**src/rtl/mem_stage_pkg.sv**
```systemverilog
// Shared definitions for the memory stage: MIPS opcode constants and FSM state encoding.
package mem_stage_pkg;

  localparam logic [0:5] SPECIAL = 6'b000000;
  localparam logic [0:5] REGIMM  = 6'b000001;
  localparam logic [0:5] J       = 6'b000010;
  localparam logic [0:5] BEQ     = 6'b000100;
  localparam logic [0:5] BNE     = 6'b000101;
  localparam logic [0:5] BLEZ    = 6'b000110;
  localparam logic [0:5] BGTZ    = 6'b000111;
  localparam logic [0:5] ADDIU   = 6'b001001;
  localparam logic [0:5] SLTI    = 6'b001010;
  localparam logic [0:5] ORI     = 6'b001101;
  localparam logic [0:5] LUI     = 6'b001111;
  localparam logic [0:5] LW      = 6'b100011;
  localparam logic [0:5] SW      = 6'b101011;

  typedef enum logic {
    IDLE   = 1'b0,
    ACCESS = 1'b1
  } state_e;

endpackage

```
**src/rtl/mem_stage_dest_decode.sv**
```systemverilog
// Combinational destination-register decode; shared with hazard-detection logic.
module mem_dest_decode
  import mem_stage_pkg::*;
(
  input  logic [0:31] i_insn,
  output logic [0:4]  o_dest,
  output logic        o_reg_write,
  output logic        o_is_load,
  output logic        o_is_store
);

  logic [0:5] w_op;
  logic       w_writes;
  logic       w_unused_bits;

  assign w_op          = i_insn[0:5];
  assign w_unused_bits = ^{i_insn[6:10], i_insn[21:31]};

  always_comb begin
    o_dest   = i_insn[11:15];
    w_writes = 1'b0;
    case (w_op)
      SPECIAL: begin
        o_dest   = i_insn[16:20];
        w_writes = 1'b1;
      end
      ADDIU, SLTI, ORI, LUI, LW: w_writes = 1'b1;
      default: w_writes = 1'b0;
    endcase
  end

  // $zero is never a real writeback target.
  assign o_reg_write = w_writes && (o_dest != 5'd0);
  assign o_is_load   = (w_op == LW);
  assign o_is_store  = (w_op == SW);

endmodule

```
**src/rtl/mem_stage.sv**
```systemverilog
// Memory pipeline stage: LW/SW via a req/ack data-memory port, pass-through for other ops.
// Handshake: dmem_req rises with a stable addr/we/wdata and holds until an edge samples dmem_ack=1
// (or the wait times out); dmem_ack is ignored whenever dmem_req is low.
module mem_stage
  import mem_stage_pkg::*;
#(
  parameter int TIMEOUT_CYCLES = 16
) (
  input  logic        clock,
  input  logic        reset_n,
  input  logic        in_valid,
  input  logic [0:31] in_insn,
  input  logic [0:31] in_alu_data,
  input  logic [0:31] in_rt_data,
  output logic        stall,
  output logic        dmem_req,
  output logic        dmem_we,
  output logic [0:31] dmem_addr,
  output logic [0:31] dmem_wdata,
  input  logic        dmem_ack,
  input  logic [0:31] dmem_rdata,
  output logic        out_valid,
  output logic [0:31] out_data,
  output logic [0:4]  out_dest,
  output logic        out_reg_write,
  output logic        out_err,
  output logic        dbg_state
);

  localparam int CNT_W = $clog2(TIMEOUT_CYCLES + 1);

  state_e            r_state, w_state_nx;
  logic [CNT_W-1:0]  r_cnt, w_cnt_nx;
  logic              r_req, w_req_nx;
  logic              r_we, w_we_nx;
  logic [0:31]       r_addr, w_addr_nx;
  logic [0:31]       r_wdata, w_wdata_nx;
  logic              r_ov, w_ov_nx;
  logic [0:31]       r_od, w_od_nx;
  logic [0:4]        r_dest, w_dest_nx;
  logic              r_rw, w_rw_nx;
  logic              r_err, w_err_nx;
  logic [0:4]        r_pend_dest, w_pend_dest_nx;
  logic              r_pend_rw, w_pend_rw_nx;
  logic              r_pend_load, w_pend_load_nx;

  logic [0:4]        w_dec_dest;
  logic              w_dec_rw;
  logic              w_dec_load;
  logic              w_dec_store;
  logic              w_misaligned;

  mem_dest_decode u_dest_decode (
    .i_insn      (in_insn),
    .o_dest      (w_dec_dest),
    .o_reg_write (w_dec_rw),
    .o_is_load   (w_dec_load),
    .o_is_store  (w_dec_store)
  );

  assign w_misaligned = (in_alu_data[30:31] != 2'b00);

  always_comb begin
    w_state_nx     = r_state;
    w_cnt_nx       = r_cnt;
    w_req_nx       = r_req;
    w_we_nx        = r_we;
    w_addr_nx      = r_addr;
    w_wdata_nx     = r_wdata;
    w_ov_nx        = 1'b0;
    w_od_nx        = r_od;
    w_dest_nx      = r_dest;
    w_rw_nx        = r_rw;
    w_err_nx       = r_err;
    w_pend_dest_nx = r_pend_dest;
    w_pend_rw_nx   = r_pend_rw;
    w_pend_load_nx = r_pend_load;
    case (r_state)
      IDLE: begin
        if (in_valid) begin
          if ((w_dec_load || w_dec_store) && !w_misaligned) begin
            w_state_nx     = ACCESS;
            w_cnt_nx       = '0;
            w_req_nx       = 1'b1;
            w_we_nx        = w_dec_store;
            w_addr_nx      = in_alu_data;
            w_wdata_nx     = w_dec_store ? in_rt_data : r_wdata;
            w_pend_dest_nx = w_dec_dest;
            w_pend_rw_nx   = w_dec_rw;
            w_pend_load_nx = w_dec_load;
          end else begin
            // Pass-through, or a misaligned access rejected without touching memory.
            w_ov_nx   = 1'b1;
            w_od_nx   = in_alu_data;
            w_dest_nx = w_dec_dest;
            w_err_nx  = w_dec_load || w_dec_store;
            w_rw_nx   = w_dec_rw && !(w_dec_load || w_dec_store);
          end
        end
      end
      ACCESS: begin
        if (dmem_ack) begin
          w_state_nx = IDLE;
          w_req_nx   = 1'b0;
          w_ov_nx    = 1'b1;
          w_err_nx   = 1'b0;
          w_dest_nx  = r_pend_dest;
          w_rw_nx    = r_pend_load && r_pend_rw;
          w_od_nx    = r_pend_load ? dmem_rdata : r_addr;
        end else if (r_cnt == CNT_W'(TIMEOUT_CYCLES - 1)) begin
          w_state_nx = IDLE;
          w_req_nx   = 1'b0;
          w_ov_nx    = 1'b1;
          w_err_nx   = 1'b1;
          w_dest_nx  = r_pend_dest;
          w_rw_nx    = 1'b0;
          w_od_nx    = r_addr;
        end else begin
          w_cnt_nx = r_cnt + CNT_W'(1);
        end
      end
      default: w_state_nx = IDLE;
    endcase
  end

  always_ff @(posedge clock or negedge reset_n) begin
    if (!reset_n) begin
      r_state     <= IDLE;
      r_cnt       <= '0;
      r_req       <= 1'b0;
      r_we        <= 1'b0;
      r_addr      <= '0;
      r_wdata     <= '0;
      r_ov        <= 1'b0;
      r_od        <= '0;
      r_dest      <= '0;
      r_rw        <= 1'b0;
      r_err       <= 1'b0;
      r_pend_dest <= '0;
      r_pend_rw   <= 1'b0;
      r_pend_load <= 1'b0;
    end else begin
      r_state     <= w_state_nx;
      r_cnt       <= w_cnt_nx;
      r_req       <= w_req_nx;
      r_we        <= w_we_nx;
      r_addr      <= w_addr_nx;
      r_wdata     <= w_wdata_nx;
      r_ov        <= w_ov_nx;
      r_od        <= w_od_nx;
      r_dest      <= w_dest_nx;
      r_rw        <= w_rw_nx;
      r_err       <= w_err_nx;
      r_pend_dest <= w_pend_dest_nx;
      r_pend_rw   <= w_pend_rw_nx;
      r_pend_load <= w_pend_load_nx;
    end
  end

  assign stall         = (r_state == ACCESS);
  assign dbg_state     = r_state;
  assign dmem_req      = r_req;
  assign dmem_we       = r_we;
  assign dmem_addr     = r_addr;
  assign dmem_wdata    = r_wdata;
  assign out_valid     = r_ov;
  assign out_data      = r_od;
  assign out_dest      = r_dest;
  assign out_reg_write = r_rw;
  assign out_err       = r_err;

endmodule

```
**config.mk**
```make
export PLATFORM = sky130hd
export DESIGN_NAME = mem_stage
export DESIGN_NICKNAME = d
export VERILOG_FILES = /design/src/rtl/mem_stage_pkg.sv /design/src/rtl/mem_stage_dest_decode.sv /design/src/rtl/mem_stage.sv
export SDC_FILE = /design/constraint.sdc
export NUM_CORES = 1
export LEC_CHECK = 0
export CAP_MARGIN = 15
export CORE_UTILIZATION = 47
export CTS_BUF_LIST = sky130_fd_sc_hd__clkbuf_2
export CTS_CLUSTER_DIAMETER = 30
export DETAILED_ROUTE_END_ITERATION = 8
export PLACE_DENSITY = 0.88
export SLEW_MARGIN = 40
export SYNTH_ARGS = -nofsm -noshare
export SYNTH_HDL_FRONTEND = slang
export SYNTH_SLANG_ARGS = --single-unit
```
**constraint.sdc**
```tcl
create_clock -name clock -period 5.68 [get_ports clock]
set_input_delay 0.852 -clock clock [delete_from_list [all_inputs] [get_ports clock]]
set_output_delay 0.852 -clock clock [all_outputs]
set_load 0.005 [all_outputs]
```
Word level (Yosys, flattened, before mapping)
Cells that the tools add are included.
{"block": "totals", "regBits": 119, "in_bits": 132, "output_inout_bits": 108}
{"block": "classes", "n_addsub": 1, "eq_ne": 13, "n_mux": 42, "bitwise": 1, "n_reduce_logical": 16}
{"op": "$mux 32", "n": 5}
{"op": "$pmux 32 s2", "n": 1}
{"op": "$mux 5", "n": 9}
{"op": "$eq 6x4->1 const B", "n": 4}
{"op": "$mux 1", "n": 20}
{"op": "$pmux 5 s2", "n": 2}
{"op": "$eq 6x6->1 const B", "n": 2}
{"op": "$ne 2x2->1 const B", "n": 5}
{"op": "$pmux 1 s2", "n": 5}
{"op": "$reduce_and 3->1", "n": 3}
{"op": "$reduce_and 4->1", "n": 2}
{"op": "$logic_not 6->1", "n": 1}
{"op": "$reduce_or 6->1", "n": 1}
{"op": "$add 5x1->5 const B", "n": 1}
{"op": "$eq 5x4->1 const B", "n": 1}
{"op": "$reduce_bool 5->1", "n": 1}
{"op": "$logic_and 1x1->1", "n": 4}
{"op": "$ne 3x2->1 const B", "n": 1}
{"op": "$logic_not 1->1", "n": 2}
{"op": "$reduce_bool 2->1", "n": 1}
{"op": "$logic_or 1x1->1", "n": 1}
{"op": "$not 1->1", "n": 1}

Longest topological paths before layout
Gate-level depths: netlist of run 1.
{"block": "depth", "depth_word": 8, "ltp_mapped": 9, "depth_no_buf": 7}

Hierarchy
A second synthesis of run 1 with hierarchy kept.
{"block": "unflattened", "cells_unflattened": 476, "area_unflattened_um2": 5761.8}
{"module": "mem_stage", "instances": 1, "cells_each": 455, "area_each_um2": 5592.9, "seq_area_each_um2": 2977.9}
{"module": "mem_dest_decode", "instances": 1, "cells_each": 21, "area_each_um2": 168.9, "seq_area_each_um2": 0.0}

Worst setup path after synthesis of run 1
OpenSTA, ideal clock, no wires.
{"block": "synth_timing", "path_kind": "input-to-reg", "from": "input port in_insn[3] (netlist bit)", "to": "register r_od, in the netlist out_data[10]", "arrival_ns": 2.391, "required_ns": 5.555, "slack_ns": 3.164, "stages": 8, "path_buffers": 2, "path_cell_list": "nand4b_2 > or2_4 > o311ai_4 > and2_4 > buf_8 > inv_8 > buf_12 > mux2_4"}
{"block": "synth_via", "elab_chain_cells": 5, "word_cells_on_any_way": 6}
{"element": "start, declared", "line": "mem_stage.sv:12", "source": "input logic [0:31] in_insn,"}
{"element": "$eq 6x6->1 (on tied branches)", "line": "mem_stage_dest_decode.sv:34, mem_stage_dest_decode.sv:35"}
{"element": "$logic_or 1x1->1 (*)", "line": "mem_stage.sv:81", "source": "if ((w_dec_load || w_dec_store) && !w_misaligned) begin"}
{"element": "$logic_and 1x1->1 (*)", "line": "mem_stage.sv:81"}
{"element": "$ne 2x2->1 (no line) (*)"}
{"element": "$reduce_and 3->1 (no line) (*)"}
{"element": "end signal, assigned", "line": "mem_stage.sv:150", "source": "r_od <= w_od_nx;"}
{"element": "end, declared", "line": "mem_stage.sv:39", "source": "logic [0:31] r_od, w_od_nx;"}
Every way passes the cells marked *; elsewhere a longest branch is shown, timed or not.
A chain may end at the register's enable or synchronous reset.

Worst setup path in the final report of run 1
{"block": "layout_timing", "from": "register r_state, in the netlist dbg_state", "to": "output port stall"}
{"element": "start, declared", "line": "mem_stage.sv:32", "source": "state_e r_state, w_state_nx;"}
{"element": "start signal, assigned", "line": "mem_stage.sv:143", "source": "r_state <= w_state_nx;"}
{"element": "end, declared", "line": "mem_stage.sv:15", "source": "output logic stall,"}
No word-level cell between the ends.

==> metrics.txt, run 1 <==
result of the run completed; Slew headroom 0.516; Final min period 3160 ps; footprint of the multi-input gates 2340 um2; largest family of logic cells by synthesized area multiplexers; pin count of the biggest net entering global routing 72; total of fill cells in the finished design 822; number of buffers inserted to repair setup after CTS 0; critical path type reg2out; CTS Hold Buffers Added 0; global route total overflow 0; largest clock skew in the final design 15.6 ps; highest metal layer with signal wires met4; maximum ir drop on the vdd rail 0.147 mV; crit-path max FO 71; post-synthesis net count 622; number of hold violations in the final report 0; number of ports placed on the die boundary 240; Worst setup EP type output port; endpoint arrival time on the critical path 2310 ps; register bit total from synthesis 119; DR vias/cell 5.21; fraction of synthesis flops using an asynchronous set or reset pin 1.00; initial core utilization 0.484; combined flip-flop and latch cell area 2980 um2; critical path's slowest cell sky130_fd_sc_hd__clkdlybuf4s50_1; static power due to leakage 3.94 nW; routed vias 4472; number of max-cap violations 0; final routed wirelength across all metal layers 14600 um; dpl hpwl 10300 um; Clk pwr share 0.271; Avg WL per Cell 17.0 um; synthesized area divided by synthesized cell count 11.3 um2; number of cells produced by synthesis 488; unrepaired setup endpoints after global routing no; M1 WL 5740 um; Power Internal 1.34 mW; fraction of synthesized area in multiplexers 0.221; net switching power 0.468 mW; TritonRoute pass-1 iters 4; share of Yosys cell area claimed by the top area cell type 0.539; power share of the combinational group 0.199; number of gates resized after CTS 0; sequential element share of the synthesized area 0.539; number of input and output port buffers inserted 223; CTS Buf Count 17; cell with the most instances after synthesis sky130_fd_sc_hd__dfrtp_1; Synth Area in Compound Gates 0.0577; cells traversed along the worst timing path buf_4 > clkdlybuf4s50_1; wire length on met2 7460 um; Clock Tree Buf Depth 2; Net Sw Frac 0.259; core footprint 11400 um2; largest stage delay on the critical path 630 ps; class of the tightest hold or removal check in2async; total power per unit cell area 226 nW/um2; sum of met3 wire segment lengths after detailed routing 1140 um; synthesized-area fraction occupied by adder cells 0.00453; floorplan die width 110 um; Final Net Count 837; main area contributors after synthesis sky130_fd_sc_hd__dfrtp_1, sky130_fd_sc_hd__mux2_4, sky130_fd_sc_hd__mux2_2; synthesis-to-finish area growth 44.4%; Clock Tree Root sky130_fd_sc_hd__clkbuf_2; family with the most delay on the worst path buffers and inverters; CTS tree built; global-route wire length before repair 23700 um; DRC marker count from the first detailed-route iteration 221; startpoint type of the worst setup path register; last weighted congestion value of the routability-driven placer 0.829; cell type with the largest total area after synthesis sky130_fd_sc_hd__dfrtp_1; FP Rows 39; core occupancy in the finished layout 0.699; overall global routing resource usage 0.249; clock slew seen by the registers of the worst setup and hold paths 160 ps; sequential fraction of design power 0.530; XOR/XNOR Fraction of Synth Area 0.00475; count of warnings emitted by yosys 0; initial antenna violation count 0; WP data required 4830 ps; Cell variety after synth 41; Clock Latency Late Sink 680 ps; antenna diode count 0; share of the cycle needed by the critical path after routing 0.556; final count of negative-setup-slack endpoints 0; die area 12200 um2; post-synthesis share of cell area spent on and, or, nand and nor gates 0.132; number of clock sinks seen by CTS 119; leading cell types by count after synthesis sky130_fd_sc_hd__dfrtp_1, sky130_fd_sc_hd__nand2_1, sky130_fd_sc_hd__nor2_1; post-detailed-route count of antenna-violating nets 0; Remaining DRCs 0; die height 110 um; setup TNS 0 ps; htree depth 4; Pins Over Slew Limit 0; max frequency 317 MHz; share of layout cells above drive strength 1 0.147; via count of the first global-routing pass 4817; measured slew at the worst slew-check pin 725 ps; number of buffer and inverter stages on the critical path 2; count of flip-flops with a built-in enable after synthesis 0; post-synthesis cell area 5530 um2; most instantiated flip-flop cell in the synthesis netlist sky130_fd_sc_hd__dfrtp_1
power groups by stage:
stage                     Combinational, mW  Clock [mW]  Sequential (mW)
after floorplan                       0.116           0            0.970
after global placement                0.352           0            0.967
after detailed placement              0.363           0            0.973
after CTS                             0.365       0.509            0.957
after global routing                  0.388       0.547            0.965
final                                 0.360       0.490            0.957
cell families after synthesis:
group | after synthesis
and+or+nand+nor | 175
DFF | 119
muxes | 103
AOI/OAI and AO/OA | 52
buffers and inverters | 34
xor gates and xnor gates | 3
adders and majority gates | 2
area by class of cell:
cell class | count | area share
Sequential cell | 119 | 0.373
Multi-Input combinational cell | 335 | 0.294
Timing Repair Buffer | 226 | 0.283
Tap cell | 143 | 0.0224
Clock inverter | 14 | 0.0146
Clock buffer | 17 | 0.0107
Inverter | 4 | 0.00282
worst register-to-register path: cells and delay by family, from the launching register on:
kind | cells | cell delay, ps
AOI/OAI and AO/OA | 1 | 330
DFF | 1 | 400
muxes | 1 | 390
buffers and inverters | 2 | 850
and+or+nand+nor | 1 | 270
cell usage in the layout, fill, tap and decap left out, types with 4 or more instances in the layout:
cell type,count
sky130_fd_sc_hd__clkbuf_2,17
sky130_fd_sc_hd__o21ai_0,4
sky130_fd_sc_hd__a221o_1,6
sky130_fd_sc_hd__clkdlybuf4s50_1,222
sky130_fd_sc_hd__clkinv_1,7
sky130_fd_sc_hd__nand2_1,101
sky130_fd_sc_hd__a21oi_1,37
sky130_fd_sc_hd__nor2_1,51
sky130_fd_sc_hd__mux2i_1,37
sky130_fd_sc_hd__dfrtp_1,118
sky130_fd_sc_hd__mux2_4,29
sky130_fd_sc_hd__mux2_2,37
state kept, by name, indices dropped and copies added (netlist names), 5 cells and up:
| register | flops |
|---|---|
| dmem_addr | 32 |
| dmem_wdata | 32 |
| out_data | 32 |
| out_dest | 5 |
| r_cnt | 5 |
| r_pend_dest | 5 |
path summary, 6_finish.rpt:
| path | start | endpoint | slack (ps) | depth (start not counted) |
|---|---|---|---|---|
| worst max-delay path | dbg_state | stall | 2520 | 2 |
| worst min-delay path | reset_n | dmem_wdata[24] | 190 | 1 |
| worst max register to register | dbg_state | out_data[30] | 3340 | 5 |
| worst min register to register | dmem_req | dmem_req | 500 | 2 |
| max in group asynchronous | reset_n | out_data[12] | 4420 | 2 |
| min in group clock | dmem_req | dmem_req | 500 | 2 |
per-stage QoR:
| stage | instances | setup slack [ps] | power, mW | hold WS [ps] | cell area, um2 |
|---|---|---|---|---|---|
| 2_1_floorplan | 488 | 3160 | 1.09 | 449 | 5530 |
| 3_3_place_gp | 827 | 2230 | 1.32 | 462 | 7760 |
| 3_5_place_dp | 827 | 2000 | 1.34 | 464 | 7770 |
| 4_1_cts | 858 | 2440 | 1.83 | 138 | 7980 |
| 5_1_grt | 858 | 2380 | 1.90 | 156 | 7980 |
| 6_report | 858 | 2520 | 1.81 | 191 | 7980 |
layer usage:
metal,up-vias,global-route usage
met5,-,0
met4,0,0.112
met3,23,0.0900
met2,181,0.422
met1,2177,0.279
li1,2091,-
No activity file was read; power rests on OpenSTA's default activity.
==> run 2, diff against run 1 <==
--- a/config.mk
+++ b/config.mk
@@ -6,11 +6,11 @@
 export NUM_CORES = 1
 export LEC_CHECK = 0
 export CAP_MARGIN = 15
-export CORE_UTILIZATION = 47
+export CORE_UTILIZATION = 40
 export CTS_BUF_LIST = sky130_fd_sc_hd__clkbuf_2
 export CTS_CLUSTER_DIAMETER = 30
 export DETAILED_ROUTE_END_ITERATION = 8
-export PLACE_DENSITY = 0.88
+export PLACE_DENSITY = 0.8
 export SLEW_MARGIN = 40
 export SYNTH_ARGS = -nofsm -noshare
 export SYNTH_HDL_FRONTEND = slang
==> constraint.sdc (replaced) <==
create_clock -name clock -period 2.7 [get_ports clock]
set_input_delay 0.405 -clock clock [delete_from_list [all_inputs] [get_ports clock]]
set_output_delay 0.405 -clock clock [all_outputs]
set_load 0.005 [all_outputs]
==> metrics.txt, run 2 (synthesis results as in run 1) <==
result of the run completed; Remaining DRCs 0; Clock Latency Late Sink 680 ps; DRC marker count from the first detailed-route iteration 229; WP data required 2300 ps; static power due to leakage 4.03 nW; Worst setup EP type output port; RR Startpoint r_cnt[0]; Final min period 2480 ps; largest clock skew in the final design 17.2 ps; DR vias/cell 4.98; sequential fraction of design power 0.495; initial core utilization 0.414; number of max-cap violations 0; endpoint arrival time on the critical path 2080 ps; depth of the worst register-to-register path 7; unrepaired setup endpoints after global routing no; number of input and output port buffers inserted 223; max frequency 403 MHz; antenna diode count 0; FF-to-FF setup slack 360 ps; Clock Tree Buf Depth 2; core footprint 13300 um2; overall global routing resource usage 0.220; total of fill cells in the finished design 1098; Clk pwr share 0.316; clock slew seen by the registers of the worst setup and hold paths 180 ps; maximum ir drop on the vdd rail 0.344 mV; Net Sw Frac 0.255; share of the cycle needed by the critical path after routing 0.919; share of layout cells above drive strength 1 0.169; final count of negative-setup-slack endpoints 0; number of ports placed on the die boundary 240; class of the tightest hold or removal check in2async; synthesis-to-finish area growth 48.3%; Final Net Count 850; TritonRoute pass-1 iters 5; die area 14300 um2; Worst Setup Slack, final 220 ps; htree depth 4; die height 120 um; post-detailed-route count of antenna-violating nets 0; pin count of the biggest net entering global routing 47; net switching power 1.04 mW; startpoint type of the worst setup path register; critical path type reg2out; total power per unit cell area 496 nW/um2; CTS Buf Count 17; dpl hpwl 10700 um; Power Internal 3.03 mW; minimum setup slack after placement 53.5 ps; last weighted congestion value of the routability-driven placer 0.786; routed vias 4509; Clock Tree Root sky130_fd_sc_hd__clkbuf_2; via count of the first global-routing pass 4694; commonest non-fill, non-tap cell in the layout sky130_fd_sc_hd__clkdlybuf4s50_1; number of clock sinks seen by CTS 119; number of hold violations in the final report 0; setup TNS 0 ps; final routed wirelength across all metal layers 15000 um; Pins Over Slew Limit 0; most frequent cells in the layout sky130_fd_sc_hd__clkdlybuf4s50_1, sky130_fd_sc_hd__dfrtp_1, sky130_fd_sc_hd__nand2_1; Final Power 4.07 mW; global route total overflow 0; power share of the combinational group 0.189; FP Rows 42; CTS tree built; Reg2Reg Capture Point out_data[9]; initial antenna violation count 0; floorplan die width 120 um; measured slew at the worst slew-check pin 610 ps; crit-path max FO 30; Slew headroom 0.593; Avg WL per Cell 16.6 um; global-route wire length before repair 24100 um
==> run 2: power by group through the flow <==
stage | Sequential (mW) | Combinational [mW] | Clock, mW
final | 2.01 | 0.769 | 1.28
after global placement | 2.04 | 0.754 | 0
after detailed placement | 2.05 | 0.775 | 0
after global routing | 2.03 | 0.830 | 1.40
after floorplan | 2.04 | 0.245 | 0
after CTS | 2.01 | 0.779 | 1.33
==> run 2: worst max-delay path, stage by stage, from the launching register on <==
cell and delay (ps):
sky130_fd_sc_hd__dfrtp_2 470, sky130_fd_sc_hd__buf_4 340, sky130_fd_sc_hd__clkdlybuf4s50_1 590
==> run 2: metal layers <==
layer	routed length (um)	GRT usage
met5	0	0
met4	393	0.102
met3	1290	0.0760
met2	7240	0.361
met1	6090	0.259
==> run 2: repair_timing <==
| item | 4_1_cts | 5_1_grt |
|---|---|---|
| setup buffers | 0 | 0 |
| resized for setup | 0 | 0 |
| hold buffers | 1 | 0 |
| hold endpoints to repair | 44 | 0 |
| endpoints found under the setup margin | 0 | 0 |
==> run 2: area by class of cell <==
type / count / area, um2 / share of cell area
flip-flops and latches: 119 / 2980 / 0.363
well taps: 176 / 220 / 0.0269
clock inverters: 15 / 185 / 0.0226
multi-input cells: 335 / 2330 / 0.284
inverters: 4 / 22.5 / 0.00275
repair buffers: 239 / 2380 / 0.290
clock buffers: 17 / 85.1 / 0.0104
==> run 2: stage by stage <==
step,instance area [um2],hold slack [ps],cells,utilization
2_1_floorplan,5530,109,488,-
3_3_place_gp,7920,439,872,0.593
3_5_place_dp,7920,446,872,0.593
4_1_cts,8200,157,905,0.614
5_1_grt,8200,171,905,0.614
6_report,8200,251,905,0.614
==> run 2: worst max-delay path by stage <==
stage                    end  cells after the start  slack, ps       start
6_report           dbg_state                      2        220   dbg_state
5_1_grt            dbg_state                      2         60   dbg_state
4_1_cts            dbg_state                      2        120   dbg_state
3_5_place_dp   out_reg_write                      6         50  in_insn[5]
3_3_place_gp   out_reg_write                      6        120  in_insn[5]
2_1_floorplan   out_data[10]                      8        630  in_insn[3]
==> run 3, diff against run 2 <==
--- a/config.mk
+++ b/config.mk
@@ -11,6 +11,7 @@
 export CTS_CLUSTER_DIAMETER = 30
 export DETAILED_ROUTE_END_ITERATION = 8
 export PLACE_DENSITY = 0.8
+export SETUP_SLACK_MARGIN = 0.1
 export SLEW_MARGIN = 40
 export SYNTH_ARGS = -nofsm -noshare
 export SYNTH_HDL_FRONTEND = slang
==> metrics.txt, run 3 (synthesis results as in run 1) <==
final routed wirelength across all metal layers 15000 um; FP Rows 42; measured slew at the worst slew-check pin 610 ps; RR Startpoint r_cnt[0]; Clk pwr share 0.316; Final Net Count 850; cell count after placement 872; Net Sw Frac 0.256; Clock Latency Late Sink 680 ps; largest clock skew in the final design 21.7 ps; max frequency 418 MHz; unrepaired setup endpoints after global routing no; post-route cell area 8200 um2; number of max-cap violations 0; final cell count without fillers 905; die area 14300 um2; maximum ir drop on the vdd rail 0.344 mV; number of ports placed on the die boundary 240; setup TNS 0 ps; total power per unit cell area 496 nW/um2; Clock Tree Root sky130_fd_sc_hd__clkbuf_2; Remaining DRCs 0; power share of the combinational group 0.189; core occupancy in the finished layout 0.614; Worst Setup Slack, final 310 ps; initial antenna violation count 0; WP data required 2300 ps; launching instance or port of the critical path dbg_state; core footprint 13300 um2; Final Power 4.07 mW; floorplan die width 120 um; minimum setup slack after placement 53.5 ps; sum of met3 wire segment lengths after detailed routing 1290 um; area after detailed placement 7920 um2; M1 WL 6120 um; net switching power 1.04 mW; crit-path max FO 30; synthesis-to-finish area growth 48.4%; routed vias 4533; FF-to-FF setup slack 350 ps; most frequent cells in the layout sky130_fd_sc_hd__clkdlybuf4s50_1, sky130_fd_sc_hd__dfrtp_1, sky130_fd_sc_hd__nand2_1; TritonRoute pass-1 iters 7; number of input and output port buffers inserted 223; Pins Over Slew Limit 0; Final min period 2390 ps; final count of negative-setup-slack endpoints 0; number of hold violations in the final report 0; critical path type reg2out; Power Internal 3.03 mW; overall global routing resource usage 0.220; CTS tree built; clock slew seen by the registers of the worst setup and hold paths 190 ps; post-detailed-route count of antenna-violating nets 0; antenna diode count 0; result of the run completed; htree depth 4; die height 120 um; global route total overflow 0; pin count of the biggest net entering global routing 47; hold slack final 246 ps; global-route wire length before repair 24100 um; Worst setup EP type output port; CTS Buf Count 17; via count of the first global-routing pass 4694; dpl hpwl 10700 um; number of clock sinks seen by CTS 119; class of the tightest hold or removal check in2async; endpoint arrival time on the critical path 1980 ps; last weighted congestion value of the routability-driven placer 0.786; commonest non-fill, non-tap cell in the layout sky130_fd_sc_hd__clkdlybuf4s50_1; initial core utilization 0.414; share of the cycle needed by the critical path after routing 0.885; DRC marker count from the first detailed-route iteration 249; share of layout cells above drive strength 1 0.169; startpoint type of the worst setup path register; DR vias/cell 5.01; Clock Tree Buf Depth 2; depth of the worst register-to-register path 7; Reg2Reg Capture Point out_data[16]; Avg WL per Cell 16.6 um; highest metal layer with signal wires met4; sequential fraction of design power 0.495; Slew headroom 0.594; static power due to leakage 4.03 nW; wire length on met2 7190 um
-- run 3: critical path, cell delays in order (launching register included) --
cell                              delay, ps
sky130_fd_sc_hd__dfrtp_2                470
sky130_fd_sc_hd__buf_6                  260
sky130_fd_sc_hd__clkdlybuf4s50_1        570
-- run 3: worst max path at each step --
stage / slack (ps) / end
global route: 150 / dbg_state
floorplan: 630 / out_data[10]
CTS: 120 / dbg_state
global placement: 120 / out_reg_write
finish: 310 / dbg_state
detailed placement: 50 / out_reg_write
-- run 3: what timing repair did --
| action | in CTS | in global routing |
|---|---|---|
| hold buffers | 1 | 0 |
| setup buffers | 0 | 0 |
| resized for setup | 0 | 1 |
| hold endpoints to repair | 44 | 0 |
| endpoints found under the setup margin | 0 | 2 |
-- run 3: power by group through the flow --
stage	Clock [mW]	Sequential, mW	Combinational (mW)
after floorplan	0	2.04	0.245
after global placement	0	2.04	0.754
after detailed placement	0	2.05	0.775
after CTS	1.33	2.01	0.779
after global routing	1.40	2.03	0.830
final	1.29	2.01	0.770
-- run 3: metal layers --
layer / vias to the layer above / global-route usage
li1: 2129 / -
met3: 36 / 0.0760
met2: 228 / 0.361
met4: 0 / 0.102
met1: 2140 / 0.259
met5: - / 0
-- run 3: final cells by class --
type	instances	area [um2]
flip-flops and latches	119	2980
clock buffers	17	85.1
multi-input cells	335	2330
inverters	4	22.5
well taps	176	220
clock inverters	15	185
fillers	1098	5150
repair buffers	239	2380
